`src/rtl/inst_fetch_queue.sv`:
```
// Fetch stage behind the branch predictor. It accepts one 4-word fetch block,
// reads each selected word from the instruction SRAM (one word per cycle) and
// queues {pc, inst} pairs for decode. A flush discards all queued and in-flight work.
//
// state | meaning
// IDLE  | ready for a new fetch block from the predictor
// FETCH | issuing SRAM reads for the remaining mask bits, lowest bit first
module inst_fetch_queue #(
    parameter int DEPTH = 8
) (
    input  logic        clk,
    input  logic        rst,
    input  logic [31:0] fetch_start_addr,
    input  logic [3:0]  fetch_pos_valid,
    input  logic        pred_valid,
    output logic        pred_ready,
    input  logic        flush,
    output logic        inst_sram_we,
    output logic [31:0] inst_sram_addr,
    output logic [31:0] inst_sram_wdata,
    input  logic [31:0] inst_sram_rdata,
    output logic        dec_valid,
    output logic [31:0] dec_pc,
    output logic [31:0] dec_inst,
    input  logic        dec_ready
);

    localparam int          AW      = $clog2(DEPTH);
    localparam logic [AW:0] DEPTH_C = (AW+1)'(DEPTH);

    typedef enum logic {IDLE, FETCH} state_t;

    state_t        state, state_d;
    logic [27:0]   base, base_d;
    logic [3:0]    mask, mask_d;
    logic [1:0]    sel_k;
    logic          issue;
    logic [31:0]   issue_pc;
    logic          inflight;
    logic [31:0]   tag_pc;
    logic [31:0]   addr_q;
    logic [AW-1:0] rd_ptr, wr_ptr;
    logic [AW:0]   count;
    logic [AW:0]   occupancy;
    logic          push, pop;
    logic [31:0]   pc_mem   [DEPTH];
    logic [31:0]   inst_mem [DEPTH];
    logic          unused_addr_low;

    // Block addresses are 16-byte aligned; the low nibble carries no information.
    assign unused_addr_low = ^fetch_start_addr[3:0];

    assign inst_sram_we    = 1'b0;
    assign inst_sram_wdata = 32'd0;

    // Credits count both stored entries and the read still in flight, so a push never lands on a full FIFO.
    assign occupancy  = count + {{AW{1'b0}}, inflight};
    assign pred_ready = (state == IDLE) && !flush;
    assign issue_pc   = {base, sel_k, 2'b00};
    assign inst_sram_addr = issue ? issue_pc : addr_q;

    assign push      = inflight && !flush;
    assign pop       = dec_valid && dec_ready && !flush;
    assign dec_valid = (count != '0);
    assign dec_pc    = pc_mem[rd_ptr];
    assign dec_inst  = inst_mem[rd_ptr];

    // State register with the latched block base and the pending word mask.
    always_ff @(posedge clk or posedge rst) begin
        if (rst) begin
            state <= IDLE;
            base  <= '0;
            mask  <= '0;
        end else begin
            state <= state_d;
            base  <= base_d;
            mask  <= mask_d;
        end
    end

    // Next-state logic: accept blocks in IDLE, issue the lowest pending word in FETCH.
    always_comb begin
        state_d = state;
        base_d  = base;
        mask_d  = mask;
        issue   = 1'b0;
        sel_k   = 2'd0;
        if (mask[0])      sel_k = 2'd0;
        else if (mask[1]) sel_k = 2'd1;
        else if (mask[2]) sel_k = 2'd2;
        else if (mask[3]) sel_k = 2'd3;
        if (flush) begin
            state_d = IDLE;
            mask_d  = '0;
        end else begin
            case (state)
                IDLE: begin
                    if (pred_valid) begin
                        base_d  = fetch_start_addr[31:4];
                        mask_d  = fetch_pos_valid;
                        state_d = (fetch_pos_valid != 4'b0000) ? FETCH : IDLE;
                    end
                end
                FETCH: begin
                    if (occupancy < DEPTH_C) begin
                        issue  = 1'b1;
                        mask_d = mask & ~(4'b0001 << sel_k);
                        if (mask_d == 4'b0000) state_d = IDLE;
                    end
                end
                default: state_d = IDLE;
            endcase
        end
    end

    // In-flight read tracking, held SRAM address and FIFO pointers/occupancy.
    always_ff @(posedge clk or posedge rst) begin
        if (rst) begin
            inflight <= 1'b0;
            tag_pc   <= '0;
            addr_q   <= '0;
            rd_ptr   <= '0;
            wr_ptr   <= '0;
            count    <= '0;
        end else if (flush) begin
            inflight <= 1'b0;
            rd_ptr   <= '0;
            wr_ptr   <= '0;
            count    <= '0;
        end else begin
            inflight <= issue;
            if (issue) begin
                tag_pc <= issue_pc;
                addr_q <= issue_pc;
            end
            if (push) wr_ptr <= wr_ptr + AW'(1);
            if (pop)  rd_ptr <= rd_ptr + AW'(1);
            case ({push, pop})
                2'b10:   count <= count + (AW+1)'(1);
                2'b01:   count <= count - (AW+1)'(1);
                default: count <= count;
            endcase
        end
    end

    // FIFO storage; the returning SRAM word is paired with the pc it was issued for.
    always_ff @(posedge clk) begin
        if (push) begin
            pc_mem[wr_ptr]   <= tag_pc;
            inst_mem[wr_ptr] <= inst_sram_rdata;
        end
    end

endmodule

```
`config.mk`:
```
export PLATFORM = sky130hd
export DESIGN_NAME = inst_fetch_queue
export DESIGN_NICKNAME = d
export VERILOG_FILES = /design/src/rtl/inst_fetch_queue.sv
export SDC_FILE = /design/constraint.sdc
export NUM_CORES = 1
export LEC_CHECK = 0
export BUFFER_PORTS_ARGS = -buffer_cell sky130_fd_sc_hd__clkbuf_2
export CORE_MARGIN = 4
export CORE_UTILIZATION = 59
export DETAILED_ROUTE_END_ITERATION = 10
export GPL_ROUTABILITY_DRIVEN = 0
export PLACE_DENSITY = 0.9
export RECOVER_POWER = 100
export SYNTH_ARGS = -nofsm -noshare
export SYNTH_HDL_FRONTEND = slang
export SYNTH_SLANG_ARGS = --single-unit
```
`constraint.sdc`:
```
create_clock -name clk -period 6.6 [get_ports clk]
set_clock_uncertainty 0.15 [all_clocks]
set_input_delay 0.33 -clock clk [delete_from_list [all_inputs] [get_ports clk]]
set_output_delay 0.33 -clock clk [all_outputs]
set_load 0.005 [all_outputs]
```
* Yosys cells after proc, flatten, opt, wreduce, memory -nomap -nowiden
Memory sizes are Yosys's and may differ from the RTL's. Index checks and enable logic that the tools add are counted.
Cells by class: add/subtract/negate cells 5, $lt $le $gt $ge 1, equal/unequal tests 4, shifts and indexed selects 1, multiplexer cells 27, bitwise gates (word level) 4, reductions and logical operators 14
Operators by type and width (count):
- two-way mux 32 bit | 1
- two-way mux 4 bit | 4
- one-hot mux 4 bit (2 select lines) | 2
- two-way mux 3 bit | 4
- two-way mux 1 bit | 11
- two-way mux 2 bit | 4
- nonzero test 4 bit | 2
- adder 3 x 1 -> 3 bit (second input constant) | 2
- adder 4 x 1 -> 4 bit | 1
- adder 4 x 1 -> 4 bit (second input constant) | 1
- AND 4 bit | 1
- logical AND 1 bit | 4
- zero test 4 bit | 1
- less-than comparator 4 bit (second input constant) | 1
- NOT 4 bit | 1
- AND reduction 2 bit | 2
- nonzero test 2 bit | 2
- << shifter 1 x 2 -> 4 bit (first input constant) | 1
- subtractor 4 x 1 -> 4 bit (second input constant) | 1
- inequality test 3 x 2 -> 1 bit (second input constant) | 1
- inequality test 3 bit (second input constant) | 1
- AND reduction 3 bit | 1
- nonzero test 3 bit | 1
- == test 2 x 1 -> 1 bit (second input constant) | 1
- 4 further kinds | 5
Storage, ports and cells: bits in registers 106, memory bits (writable) 496, input port bits 73, output and inout bits 131, memories kept 2
Memories:
- inst_mem | words 8, bits a word 32, rd ports 1, clocked after Yosys merged registers in 0, write ports 1, RTL line 47 | logic [31:0] inst_mem [DEPTH];
- pc_mem | words 8, bits a word 30, rd ports 1, clocked after Yosys merged registers in 0, write ports 1, RTL line 46 | logic [31:0] pc_mem [DEPTH];

* Longest topological paths before layout
Gate-level depths: netlist (run 1).
depth in word-level cells 12, gate-level depth with buffers 8, mapped depth without buffers 7

* Worst setup path before layout (run 1)
Ideal clock, no wire load.
path kind flip-flop to flip-flop, from register inflight, to memory inst_mem[0][0], enable pin, setup time 0.558 ns, data arrival time 5.174 ns, setup slack 0.718 ns, stages on the path, launching flop included 5, buffers on the path 1, cell sequence dfrtp_1 > buf_2 > inv_1 > or3_1 > nor3_1
Between the ends: longest elaborated chain between the ends 3
RTL lines:
- start: declaration | RTL line 39 | logic inflight;
- start signal: assignment | RTL line 131 | inflight <= issue;
- logical AND 1 bit | RTL line 62 | assign push = inflight && !flush;
- two-way mux 1 bit | RTL line 148 | if (push) begin
- two-way mux 1 bit (implied by the code) | RTL line 150 | inst_mem[wr_ptr] <= inst_sram_rdata;
- end: declaration | RTL line 47
No other way between the ends.

* Worst setup path after layout (run 1)
from register inflight, to memory inst_mem[6][2], enable pin
Same word-level chain as after synthesis.

==> results of run 1 <==
## cell families after synthesis
kind of cell             count (synthesis)
flip-flops                             602
multiplexers                           305
buffers and inverters                   92
AND/OR/NAND/NOR                         53
AO/OA/AOI/OAI                           22
XOR/XNOR                                 8
adder cells (fa/ha/maj)                  5
other                                    1
## cell usage after synthesis, types with 3 or more instances
| cell | count | area, um2 |
|---|---|---|
| a21oi_1 | 5 | 25.0 |
| mux4_2 | 124 | 2790 |
| xor2_1 | 3 | 26.3 |
| o211ai_1 | 3 | 22.5 |
| nand2_1 | 6 | 22.5 |
| buf_2 | 15 | 75.1 |
| mux2_4 | 40 | 601 |
| ha_1 | 4 | 50.1 |
| buf_1 | 8 | 30.0 |
| o21ai_0 | 3 | 15.0 |
| and2_1 | 5 | 31.3 |
| or3_1 | 3 | 18.8 |
| dfrtp_1 | 106 | 2650 |
| inv_1 | 5 | 18.8 |
| nor2_1 | 19 | 71.3 |
| a21o_1 | 3 | 22.5 |
| edfxtp_1 | 496 | 14900 |
| mux2i_1 | 4 | 40.0 |
| clkbuf_1 | 23 | 86.3 |
| buf_6 | 6 | 67.6 |
| xnor2_1 | 5 | 43.8 |
| nor3_1 | 7 | 35.0 |
| mux2_2 | 135 | 1520 |
| buf_4 | 35 | 263 |
## routing by layer
layer	GRT usage (%)	vias to the layer above	wire length, um
met5	0	-	0
met4	5.30	0	836
met3	4.96	70	3140
met2	37.7	389	24300
met1	28.8	5960	18200
li1	-	4877	-
## registers in the layout (all words and copies together), names as in the netlist
name and flops:
rd_ptr 3, base 28, state 1, wr_ptr 3, addr_q 32, mask 4, count 4, pc_mem 240
inflight 1, tag_pc 30, inst_mem 256
## critical path, cell delays in order (launching register included)
cell and delay (ns):
dfrtp_1 0.52, nand3b_1 0.22, nor2_1 2.36, clkbuf_2 1.24
## power breakdown
group | switching [uW] | internal (uW) | total [uW]
sequential | 453 | 4610 | 5060
clock | 1380 | 1970 | 3350
combinational | 752 | 1090 | 1840
total | 2590 | 7660 | 10300
## worst max path at each step
| stage | slack, ns | endpoint | cells after the start |
|---|---|---|---|
| after floorplan | 0.72 | inst_mem[0][0] | 4 |
| after global placement | 3.24 | dec_pc[25] | 4 |
| after detailed placement | 3.21 | pc_mem[6][7] | 4 |
| after CTS | 2.55 | dec_pc[25] | 4 |
| after global routing | 1.29 | inst_mem[6][2] | 3 |
| final | 1.65 | inst_mem[6][2] | 3 |
## cell type report
cell class / count / share of cell area, %
clock buffers: 75 / 5.93
clock inverters: 34 / 1.26
inverters: 5 / 0.0734
multi-input cells: 428 / 20.3
flip-flops and latches: 602 / 64.4
well taps: 525 / 2.41
repair buffers: 253 / 5.64
## metrics by stage
stage | utilization [%] | total power (uW) | instance area (um2)
finish | 68.8 | 10300 | 27300
global route | 68.8 | 10700 | 27300
CTS | 69.7 | 10500 | 27600
detailed placement | 62.9 | 7100 | 24900
global placement | 62.9 | 6990 | 24900
floorplan | - | 6430 | 23800
==> impl_metrics.ini, run 1 <==
[timing]
final.setup.tns_ns = 0
holdWs_ns = 0.0953
timing.final.crit_share_pct = 74.9
fin_ws_ns = 1.65
finalSetupViolCount = 0
max-slew-margin-rel_pct = -141
hold_viol = 0
slew_violations = 649
rsz0062_at_grt = false
worst_pin_slew_ns = 3.62
max_freq_mhz = 202
min_period_ns = 4.95

[layout]
fill_cells = 2445
area_growth_pct = 15.4
final_cells = 1922
drive_gt1_share_pct = 32.2
seq_area_um2 = 17600
final_common_cell = edfxtp_1
diodes = 0
fin_nets = 1427
mostFrequentLayoutCells = 496 x edfxtp_1, 124 x mux4_2, 118 x mux2_2
multi_input_area_um2 = 5540

[global_routing]
antenna_found_initial = 0
grt_pass1_wl_um = 72700
grt_max_degree = 70
gr-total-overflow = 0
grt_use_total_pct = 21.8
grt_pass1_vias = 12200

[place]
portBuffers = 164
dp_hpwl_um = 25000
dp_worst_setup_slack_ns = 3.21
dpl.cell_count = 1743

[critical_path]
worstReg2RegStart = inflight
crit_path_end_kind = register
reg2reg_to = inst_mem[6][2]
reg2reg_depth = 3
reg2reg_slack_ns = 1.65
required_ns = 6.65
startpoint_type = register
crit_type = reg -> reg
cp.arrival_ns = 5.00
startpoint = inflight
worstPathMaxFanout = 34

[detailed_routing]
drt-initial-drc-count = 1046
drc_errors = 0
final_antenna_net_count = 0
wl_um = 46500
vias = 11300
via_per_inst = 5.88
drt_first_pass_iters = 5
post_drt_wl_per_cell_um = 24.2

[yosys]
avgSynthCellArea_um2 = 21.7
synth_edf_count = 496
synthXorXnorAreaFrac_pct = 0.296
synthSimpleGateAreaFrac_pct = 1.17
ys_types = 45
yosysSeqAreaShare_pct = 74.2
yosys_warnings = 0
netlist_area_um2 = 23600
synth_top_family_by_area = multiplexers
synthArstFlopShare_pct = 17.6
synthAdderAreaFrac_pct = 0.296
synth_compound_area_share_pct = 0.667
ys.flop_type = edfxtp_1
synth-seq-cells = 602
netlist_instances = 1088
synth.area.mux_share_pct = 21.0

[clock_network]
tritoncts = built
cts_hold_buffers = 70
cts-root-buf = clkbuf_16
post-cts-setup-buffers = 0
clkTransAtPathRegs_ns = 0.06
htreeDepth = 2
cts-resized-gates = 0
clockBufferDepth = 3
cts_made_buffers = 59
cts_num_sinks = 602
insertion_delay_ns = 0.61

[die]
initial_core_util_pct = 59.6
die-width_um = 208
dieArea_um2 = 43300
die_y_um = 208
core_region_area_um2 = 39600
num_rows = 73
ios = 204

[power_and_ir_drop]
power.leakage_uw = 0.00931
peakVddDrop_uv = 276
powerDensity_nw_per_um2 = 376

[min_path]
hold_depth = 2
hold_end = state
worstHoldStart = flush
worstHoldPathType = in -> reg

[outcome]
status = finished with violations
failed_checks = max-capacitance violations, max-slew violations

[run]
drv_cap = 16
No activity file was read; power rests on OpenSTA's default activity.
==> run 2, diff against run 1 <==
--- a/config.mk
+++ b/config.mk
@@ -7,10 +7,10 @@
 export LEC_CHECK = 0
 export BUFFER_PORTS_ARGS = -buffer_cell sky130_fd_sc_hd__clkbuf_2
 export CORE_MARGIN = 4
-export CORE_UTILIZATION = 59
+export CORE_UTILIZATION = 54
 export DETAILED_ROUTE_END_ITERATION = 10
 export GPL_ROUTABILITY_DRIVEN = 0
-export PLACE_DENSITY = 0.9
+export PLACE_DENSITY = 0.87
 export RECOVER_POWER = 100
 export SYNTH_ARGS = -nofsm -noshare
 export SYNTH_HDL_FRONTEND = slang
==> constraint.sdc (replaced) <==
create_clock -name clk -period 4.1 [get_ports clk]
set_clock_uncertainty 0.15 [all_clocks]
set_input_delay 0.205 -clock clk [delete_from_list [all_inputs] [get_ports clk]]
set_output_delay 0.205 -clock clk [all_outputs]
set_load 0.005 [all_outputs]
==> run 2 against run 1 <==
Against the previous run: the run still ends with max-capacitance violations, max-slew violations left; sequential cell count unchanged; clock-buffer cell count shrank 11; non-clock buffer count grew 16; via count fell by 1.2%; sequential power grew 59%; critical endpoint is now inst_mem[7][19]; largest cell class unchanged; highest routed layer unchanged.
==> impl_metrics.ini, run 2 (synthesis gave the netlist of run 1 again) <==
[die]
dieArea_um2 = 47200
num_rows = 76
ios = 204
core_region_area_um2 = 43200
die_y_um = 217
die-width_um = 217
initial_core_util_pct = 54.8

[clock_network]
cts-resized-gates = 0
insertion_delay_ns = 0.60
tritoncts = built
cts_hold_buffers = 78
cts_made_buffers = 57
htreeDepth = 2
post-cts-setup-buffers = 0
clockBufferDepth = 3
clkTransAtPathRegs_ns = 0.06
cts_num_sinks = 602
cts-root-buf = clkbuf_16

[power_and_ir_drop]
power_uw = 16500
powerDensity_nw_per_um2 = 599
power.leakage_uw = 0.00937
peakVddDrop_uv = 453

[run]
drv_cap = 12

[global_routing]
gr-total-overflow = 0
grtUsageMet2_pct = 34.4
grt_use_met3_pct = 4.30
busiest_layer = met2
grt_max_degree = 79
grt_pass1_wl_um = 71900
grt_use_total_pct = 20.0
grt_pass1_vias = 12100
antenna_found_initial = 0
grt_use_met1_pct = 27.0

[timing]
max-slew-margin-rel_pct = -76.3
min_period_ns = 3.68
slew_violations = 374
rsz0062_at_grt = false
timing.final.crit_share_pct = 89.7
max_freq_mhz = 272
finalSetupViolCount = 0
fin_ws_ns = 0.422
hold_viol = 0
worst_pin_slew_ns = 2.64

[layout]
diodes = 0
drive_gt1_share_pct = 32.6
largest_reg_flops = 256
multi_input_area_um2 = 5560
mostFrequentLayoutCells = 496 x edfxtp_1, 124 x mux4_2, 120 x mux2_2
final_common_cell = edfxtp_1
area_growth_pct = 16.4
reg_top3 = inst_mem x256, pc_mem x240, addr_q x32
fin_nets = 1441
seq_area_um2 = 17600
fill_cells = 2932
top_register = inst_mem

[critical_path]
path_buf_inv = 3
worstReg2RegStart = inflight
crit_cells = 5
reg2reg_slack_ns = 0.66
critPathMaxStageDelay_ns = 1.45
crit_chain = dlygate4sd3_1, clkbuf_1, nand3b_1, nor2_1, clkbuf_2
startpoint_type = input port
reg2reg_depth = 3
crit_family = simple AND/OR/NAND/NOR gates
required_ns = 4.18
crit_path_end_kind = register
crit_type = in -> reg
cp.arrival_ns = 3.76
reg2reg_to = inst_mem[7][19]
cp-endpoint = inst_mem[7][19]
cpMaxStageDelayCell = nor2_1
startpoint = flush
worstPathMaxFanout = 22

[outcome]
status = finished with violations
failed_checks = max-capacitance violations, max-slew violations

[detailed_routing]
final_antenna_net_count = 0
vias = 11200
drt_first_pass_iters = 5
post_drt_wl_per_cell_um = 23.3
drt-initial-drc-count = 842
drc_errors = 0
via_per_inst = 5.59
wl_um = 46500

[min_path]
worstHoldPathType = in -> reg

[place]
portBuffers = 164
dp_worst_setup_slack_ns = 1.24
dp_hpwl_um = 25900
-- run 2: worst min path at each step --
| stage | from | endpoint | slack [ns] | cells past startpoint |
|---|---|---|---|---|
| finish | fetch_start_addr[6] | base[2] | 0.22 | 3 |
| global route | fetch_start_addr[6] | base[2] | 0.20 | 3 |
| floorplan | inst_sram_rdata[0] | inst_mem[0][0] | 0.15 | 0 |
| global placement | rst | addr_q[1] | 0.28 | 2 |
| CTS | rst | addr_q[1] | 0.18 | 3 |
| detailed placement | rst | addr_q[1] | 0.29 | 2 |
-- run 2: final cells by class --
cell class,count,area share (%)
clock inverters,44,1.59
inverters,5,0.0682
well taps,585,2.66
clock buffers,64,5.44
repair buffers,269,6.23
flip-flops and latches,602,63.8
multi-input cells,428,20.2
-- run 2: routing by layer --
layer	share of wire, %	up-vias
met4	1.8	0
met1	41	5872
li1	-	4907
met2	52	317
met5	0	-
met3	5.8	69
-- run 2: tightest hold or removal path, stage by stage --
cell and delay, ns:
dlygate4sd3_1 0.52, clkbuf_2 0.09, mux2_2 0.13
-- run 2: through the flow --
stage	setup TNS, ns	instance area, um2	util, %	hold WS (ns)	std cells
2_1_floorplan	-21.00	23800	-	0.154	1122
3_3_place_gp	0	25100	58.2	0.279	1811
3_5_place_dp	0	25100	58.2	0.290	1811
4_1_cts	0	27900	64.5	0.177	1997
5_1_grt	0	27500	63.7	0.200	1997
6_report	0	27500	63.7	0.223	1997
-- run 2: report_power, final --
group          total, uW  switching (uW)  internal (uW)
clock               5330            2200           3130
combinational       3100            1340           1760
sequential          8040             622           7420
